`src/rtl/gpr_file_sb_pkg.sv`:
```
// gpr_file_sb_pkg: shared GPR constants and slicing macros for the packed port buses.
`ifndef GPR_FILE_SB_MACROS
`define GPR_FILE_SB_MACROS
`define GPR_UNPACK(bus, i, w) bus[(i)*(w) +: (w)]
`define GPR_PACK(bus, i, w) bus[(i)*(w) +: (w)]
`endif

package gpr_file_sb_pkg;
    localparam int GPR_NUM_W = 5;
    localparam int GPR_COUNT = 32;
    localparam logic [63:0] GPR_ZERO = '0;
endpackage

```
`src/rtl/gpr_bypass_mux.sv`:
```
// gpr_bypass_mux: per-read-port write bypass, highest-index write port wins.
module gpr_bypass_mux
    import gpr_file_sb_pkg::*;
#(
    parameter int NR_WRITE = 2,
    parameter int DATA_W   = 32
) (
    input  logic                          en_i,
    input  logic [GPR_NUM_W-1:0]          rd_num_i,
    input  logic [NR_WRITE-1:0]           wr_en_i,
    input  logic [NR_WRITE*GPR_NUM_W-1:0] wr_num_i,
    input  logic [NR_WRITE*DATA_W-1:0]    wr_data_i,
    input  logic [DATA_W-1:0]             stored_i,
    output logic [DATA_W-1:0]             data_o,
    output logic                          hit_o
);
    always_comb begin
        hit_o  = 1'b0;
        data_o = stored_i;
        for (int w = 0; w < NR_WRITE; w++) begin
            if (en_i && wr_en_i[w] && `GPR_UNPACK(wr_num_i, w, GPR_NUM_W) == rd_num_i) begin
                hit_o  = 1'b1;
                data_o = `GPR_UNPACK(wr_data_i, w, DATA_W);
            end
        end
        if (rd_num_i == '0) begin
            hit_o  = 1'b0;
            data_o = GPR_ZERO[DATA_W-1:0];
        end
    end
endmodule

```
`src/rtl/gpr_file_sb.sv`:
```
// gpr_file_sb: multi-port GPR file with busy-bit scoreboard.
// REGFILE_FORWARD_EN compiles in the same-cycle write bypass and rd_busy suppression.
module gpr_file_sb
    import gpr_file_sb_pkg::*;
#(
    parameter int NR_READ  = 4,
    parameter int NR_WRITE = 2,
    parameter int NR_ALLOC = 2,
    parameter int DATA_W   = 32
) (
    input  logic                          clk,
    input  logic                          rst,
    input  logic [NR_READ*GPR_NUM_W-1:0]  rd_num,
    output logic [NR_READ*DATA_W-1:0]     rd_data,
    output logic [NR_READ-1:0]            rd_busy,
    input  logic [NR_WRITE-1:0]           wr_en,
    input  logic [NR_WRITE*GPR_NUM_W-1:0] wr_num,
    input  logic [NR_WRITE*DATA_W-1:0]    wr_data,
    input  logic [NR_ALLOC-1:0]           al_en,
    input  logic [NR_ALLOC*GPR_NUM_W-1:0] al_num,
    input  logic                          flush,
    output logic [GPR_COUNT-1:0]          busy_vec
);
    logic [DATA_W-1:0]    regs_q [GPR_COUNT];
    logic [DATA_W-1:0]    regs_d [GPR_COUNT];
    logic [GPR_COUNT-1:0] busy_q, busy_d;

    always_comb begin
        regs_d = regs_q;
        for (int w = 0; w < NR_WRITE; w++)
            if (wr_en[w]) regs_d[`GPR_UNPACK(wr_num, w, GPR_NUM_W)] = `GPR_UNPACK(wr_data, w, DATA_W);
        regs_d[0] = '0;
    end

    // clears first, then sets, so a new producer beats a same-cycle writeback
    always_comb begin
        busy_d = busy_q;
        for (int w = 0; w < NR_WRITE; w++)
            if (wr_en[w]) busy_d[`GPR_UNPACK(wr_num, w, GPR_NUM_W)] = 1'b0;
        for (int a = 0; a < NR_ALLOC; a++)
            if (al_en[a]) busy_d[`GPR_UNPACK(al_num, a, GPR_NUM_W)] = 1'b1;
        busy_d    = flush ? '0 : busy_d;
        busy_d[0] = 1'b0;
    end

    always_ff @(posedge clk or negedge rst) begin
        if (!rst) begin
            regs_q <= '{default: '0};
            busy_q <= '0;
        end else begin
            regs_q <= regs_d;
            busy_q <= busy_d;
        end
    end

    assign busy_vec = busy_q;

    for (genvar i = 0; i < NR_READ; i++) begin : g_rd
        logic [GPR_NUM_W-1:0] num;
        assign num = `GPR_UNPACK(rd_num, i, GPR_NUM_W);
`ifdef REGFILE_FORWARD_EN
        logic hit;
        gpr_bypass_mux #(
            .NR_WRITE(NR_WRITE),
            .DATA_W  (DATA_W)
        ) u_mux (
            .en_i     (rst),
            .rd_num_i (num),
            .wr_en_i  (wr_en),
            .wr_num_i (wr_num),
            .wr_data_i(wr_data),
            .stored_i (regs_q[num]),
            .data_o   (`GPR_PACK(rd_data, i, DATA_W)),
            .hit_o    (hit)
        );
        assign rd_busy[i] = busy_q[num] & ~hit;
`else
        assign `GPR_PACK(rd_data, i, DATA_W) = (num == '0) ? GPR_ZERO[DATA_W-1:0] : regs_q[num];
        assign rd_busy[i] = busy_q[num];
`endif
    end
endmodule

```
`config.mk`:
```
export PLATFORM = sky130hd
export DESIGN_NAME = gpr_file_sb
export DESIGN_NICKNAME = d
export VERILOG_FILES = /design/src/rtl/gpr_file_sb_pkg.sv /design/src/rtl/gpr_bypass_mux.sv /design/src/rtl/gpr_file_sb.sv
export SDC_FILE = /design/constraint.sdc
export NUM_CORES = 2
export LEC_CHECK = 0
export CORE_AREA = 2 2 427 429
export DETAILED_ROUTE_END_ITERATION = 10
export DIE_AREA = 0 0 429 431
export GPL_TIMING_DRIVEN = 1
export HOLD_SLACK_MARGIN = 0.1
export MAX_ROUTING_LAYER = met4
export PLACE_DENSITY_LB_ADDON = 0.25
export SLEW_MARGIN = 5
export SYNTH_ARGS = -nofsm -noshare
export SYNTH_HDL_FRONTEND = slang
export SYNTH_HIERARCHICAL = 1
export SYNTH_SLANG_ARGS = --single-unit
```
`constraint.sdc`:
```
create_clock -name clk -period 5.8 [get_ports clk]
set_input_delay 0.58 -clock clk [delete_from_list [all_inputs] [get_ports clk]]
set_output_delay 0.58 -clock clk [all_outputs]
set_load 0.01 [all_outputs]
```
* After elaboration in Yosys (flattened, before gate mapping)
Cells that the tools add are included.
Cells by class: $lt $le $gt $ge 20, muxes and demuxes 45, bitwise logic cells 12, reductions and logical operators 10
Operators by type and width (count):
- bitwise mux 1024 bit | 2
- 2-to-1 mux 1024 bit | 1
- 2-to-1 mux 992 bit | 1
- binary-select mux 32 bit (select 5 bit) | 4
- 2-to-1 mux 32 bit | 19
- demux 32 bit (select 5 bit) | 2
- bitwise AND 32 bit | 2
- inverter 32 bit | 2
- bitwise OR 32 bit | 2
- < comparator 5 x 6 -> 1 bit, second input constant | 8
- >= comparator 6 bit, second input constant | 6
- inverter 5 -> 6 bit | 6
- binary-select mux 1 bit (select 5 bit) | 4
- demux 1 bit (select 5 bit) | 4
- >= comparator 5 x 1 -> 1 bit, second input constant | 4
- logical NOT 5 bit | 4
- < comparator 6 x 1 -> 1 bit, second input constant | 2
- 2-to-1 mux 1 bit | 8
- logical AND 1 bit | 6
Word-level totals: bits in registers 1023, input bits 111, output and inout bits 164, logic and storage cells 119

* Logic depth before layout (Yosys ltp)
word-level depth 14, mapped depth 8, depth with buffers taken out 4

* Worst setup path after synthesis
Ideal clock, no wire load.
kind input port to output port, start point input port rd_num[0], end point output port rd_data[10], arrival 2168 ps, required time 5220 ps, path slack 3052 ps, stages 7, path buffers 3, path through buf_2 -> buf_2 -> buf_2 -> mux4_2 -> mux2i_1 -> nor2_1 -> o31a_1
Between the ends: longest elaborated chain between the ends 5, elaborated cells on any way between the ends 6, those cells by class 4 x mux; 1 x bitwise; 1 x reduce/logical
Ends and longest elaborated chain:
- start, declared | line gpr_file_sb.sv:13 | input logic [NR_READ*GPR_NUM_W-1:0] rd_num,
- inverter 5 -> 6 bit (implied by the code) | line gpr_file_sb.sv:78 | assign `GPR_PACK(rd_data, i, DATA_W) = (num == '0) ? GPR_ZERO[DATA_W-1:0] : regs_q[num];
- binary-select mux 32 bit (select 5 bit) | line gpr_file_sb.sv:78
- 2-to-1 mux 32 bit (implied by the code) (2 in series) | line gpr_file_sb.sv:78
- 2-to-1 mux 32 bit (*) | line gpr_file_sb.sv:78
- end, declared | line gpr_file_sb.sv:14 | output logic [NR_READ*DATA_W-1:0] rd_data,
Mark *: on every way between the ends. The rest lies on a longest branch, timed or not. The select of a mux whose other input is x is not followed.

* Worst setup path after layout
start point input port rd_num[13], end point output port rd_data[82]
Same word-level chain as after synthesis.

==> flow_summary.toml <==
[worst_setup_path]
crit_type = "in -> out"
worstPathArrival_ns = 4.29
crit_required_ns = 5.22
cp-end-kind = "output pin"
rrSetupSlack_ns = 4.57
start_kind = "input pin"
cp_max_fo = 12

[synthesis]
synth_top_area_frac = 0.318
async_flop_share = 1.00
synthesis.nets = 7555
avgSynthCellArea_um2 = 10.8
synth_edf_count = 0
postSynthCellCount = 7444
synth_cell_types = 56
seq_area_frac_synth = 0.318
synth_seq_cells = 1023
synthTopCellsByArea = "dfrtp_1, mux4_2, mux2i_1"
ys.flop_type = "dfrtp_1"
netlist_area_mm2 = 0.0806
synth_top_area_cell = "dfrtp_1"
yosys_warnings = 6

[outcome]
status = "completed"

[cts]
cts-resized-gates = 0
clk_latency_ns = 0.79
cts_made_buffers = 120
cts_hold_buf = 1
cts_setup_buffers = 0
cts-root-buf = "clkbuf_16"
clk_pin_slew_ns = 0.05
htree_levels = 3
clk_path_buf_depth = 3
cts_tree = "yes"
cts_sinks = 1023

[sta]
setup_tns_ns = 0
rsz0062_at_grt = "no"
timing.hold.ws_ns = 0.422
setup_viol = 0
period_share = 0.839
max_slew_margin = 0.103
fin_skew_ns = 0
drv_slew = 0
worst_pin_slew_ns = 1.34
fmax_mhz = 205
period_needed_ns = 4.87
setup_slack_ns = 0.932
hold_viol = 0

[routing]
antenna_left = 0
drc = 0
wirelength_mm = 366
via_per_inst = 7.38
wl_per_cell_um = 38.0
dr.first_iter.drc_count = 11900
route.vias.total = 71100
dr.pass1.iters = 8

[global_route]
grt_usage = 0.399
antenna_found_initial = 20
grt.overflow.total = 0
grt_pass1_vias = 68400
grt_pass1_wl_mm = 516
grt_max_degree = 174

[pwr]
p_total_mw = 29.7
leakagePower_nw = 36.9
ir_drop_mv = 0.323
powerDensity_mw_per_mm2 = 332

[floorplanning]
dieArea_mm2 = 0.185
chipHeight_um = 431
coreArea_mm2 = 0.180
boundaryPins = 275
initial_core_util = 0.447
die_x_um = 429
row_count = 156

[place]
pre_cts_slack_ns = 1.19
gp_congestion = 0.963
placed_area_mm2 = 0.0850
io_buffers = 273
place_hpwl_mm = 211

[job]
maxCapViolations = 0

[final_layout]
layout-drive-gt1-share = 0.216
fin_nets = 7247
stdcell_area_mm2 = 0.0895
syn2layout_area_growth_pct = 11.1

[worst_hold_path]
min_path_type = "in -> async"
kinds of logic after synthesis:
logic type,synth area share
compound gates,0.124
simple gates,0.0820
other cells,0.0000465
mux,0.425
flops,0.318
buf+inv,0.0515
area by class of cell:
| class | instances | area [µm²] |
|---|---|---|
| inverters | 7 | 35.0 |
| diodes | 26 | 65.1 |
| repair buffers | 505 | 5090 |
| flip-flops and latches | 1023 | 25600 |
| multi-input cells | 5479 | 51400 |
| clock buffers | 163 | 3430 |
| fillers | 15800 | 90600 |
| clock inverters | 65 | 983 |
| well taps | 2370 | 2970 |
path summary, 6_finish.rpt:
kind | cells past startpoint | to | from
min in group clk | 3 | regs_q[718] | wr_data[14]
worst max register to register | 2 | busy_vec[12] | busy_vec[12]
max in group asynchronous | 3 | regs_q[528] | rst
worst max-delay path | 6 | rd_data[82] | rd_num[13]
worst min register to register | 2 | regs_q[627] | regs_q[627]
worst min-delay path | 2 | busy_vec[9] | rst
registers in the layout (all words and copies together) (netlist names):
signal	cells
regs_q	992
busy_vec	31
cells in the final DEF, fill, tap and decap left out, drive strengths merged, types with 100 or more instances in the layout:
| cell | n |
|---|---|
| mux4 | 868 |
| clkdlybuf4s50 | 252 |
| nand2 | 583 |
| dfrtp | 1023 |
| a22oi | 213 |
| a221oi | 100 |
| mux2i | 1310 |
| nor2 | 634 |
| a21oi | 546 |
| o21ai | 484 |
| buf | 250 |
| mux2 | 144 |
| clkbuf | 165 |
synth_stat cells, types with 78 or more instances:
master and number:
mux2i_1 1310, dfrtp_1 1023, mux4_2 868, nor2_1 625
nand2_1 583, clkbuf_1 555, a21oi_1 546, o21ai_0 480
buf_2 234, a22oi_1 213, mux2_2 144, a221oi_1 100
nor3_1 91, o31a_1 86, buf_4 78
power by group:
group	internal (mW)	total [mW]	switching [mW]	leakage [nW]
sequential	8.99	11.5	2.51	12.5
combinational	5.32	9.63	4.31	22.3
clock	5.05	8.62	3.57	2.12
total	19.4	29.7	10.4	36.9
worst max-delay path, stage by stage:
cell	delay (ns)
clkdlybuf4s50_1	0.85
and2_2	0.84
buf_4	0.50
a22oi_1	0.21
a32oi_1	0.59
clkdlybuf4s50_1	0.66
through the flow:
step / std cells / util
after floorplan: 7444 / -
after global placement: 9383 / 0.472
after detailed placement: 9383 / 0.472
after CTS: 9612 / 0.497
after global routing: 9635 / 0.497
final: 9638 / 0.497
metal layers:
layer	track usage	routed length, µm	vias up
met4	0.285	30900	0
met2	0.556	155000	6478
li1	-	-	27900
met5	-	0	-
met3	0.136	53000	1637
met1	0.483	127000	35100
No activity file was read; power rests on OpenSTA's default activity.
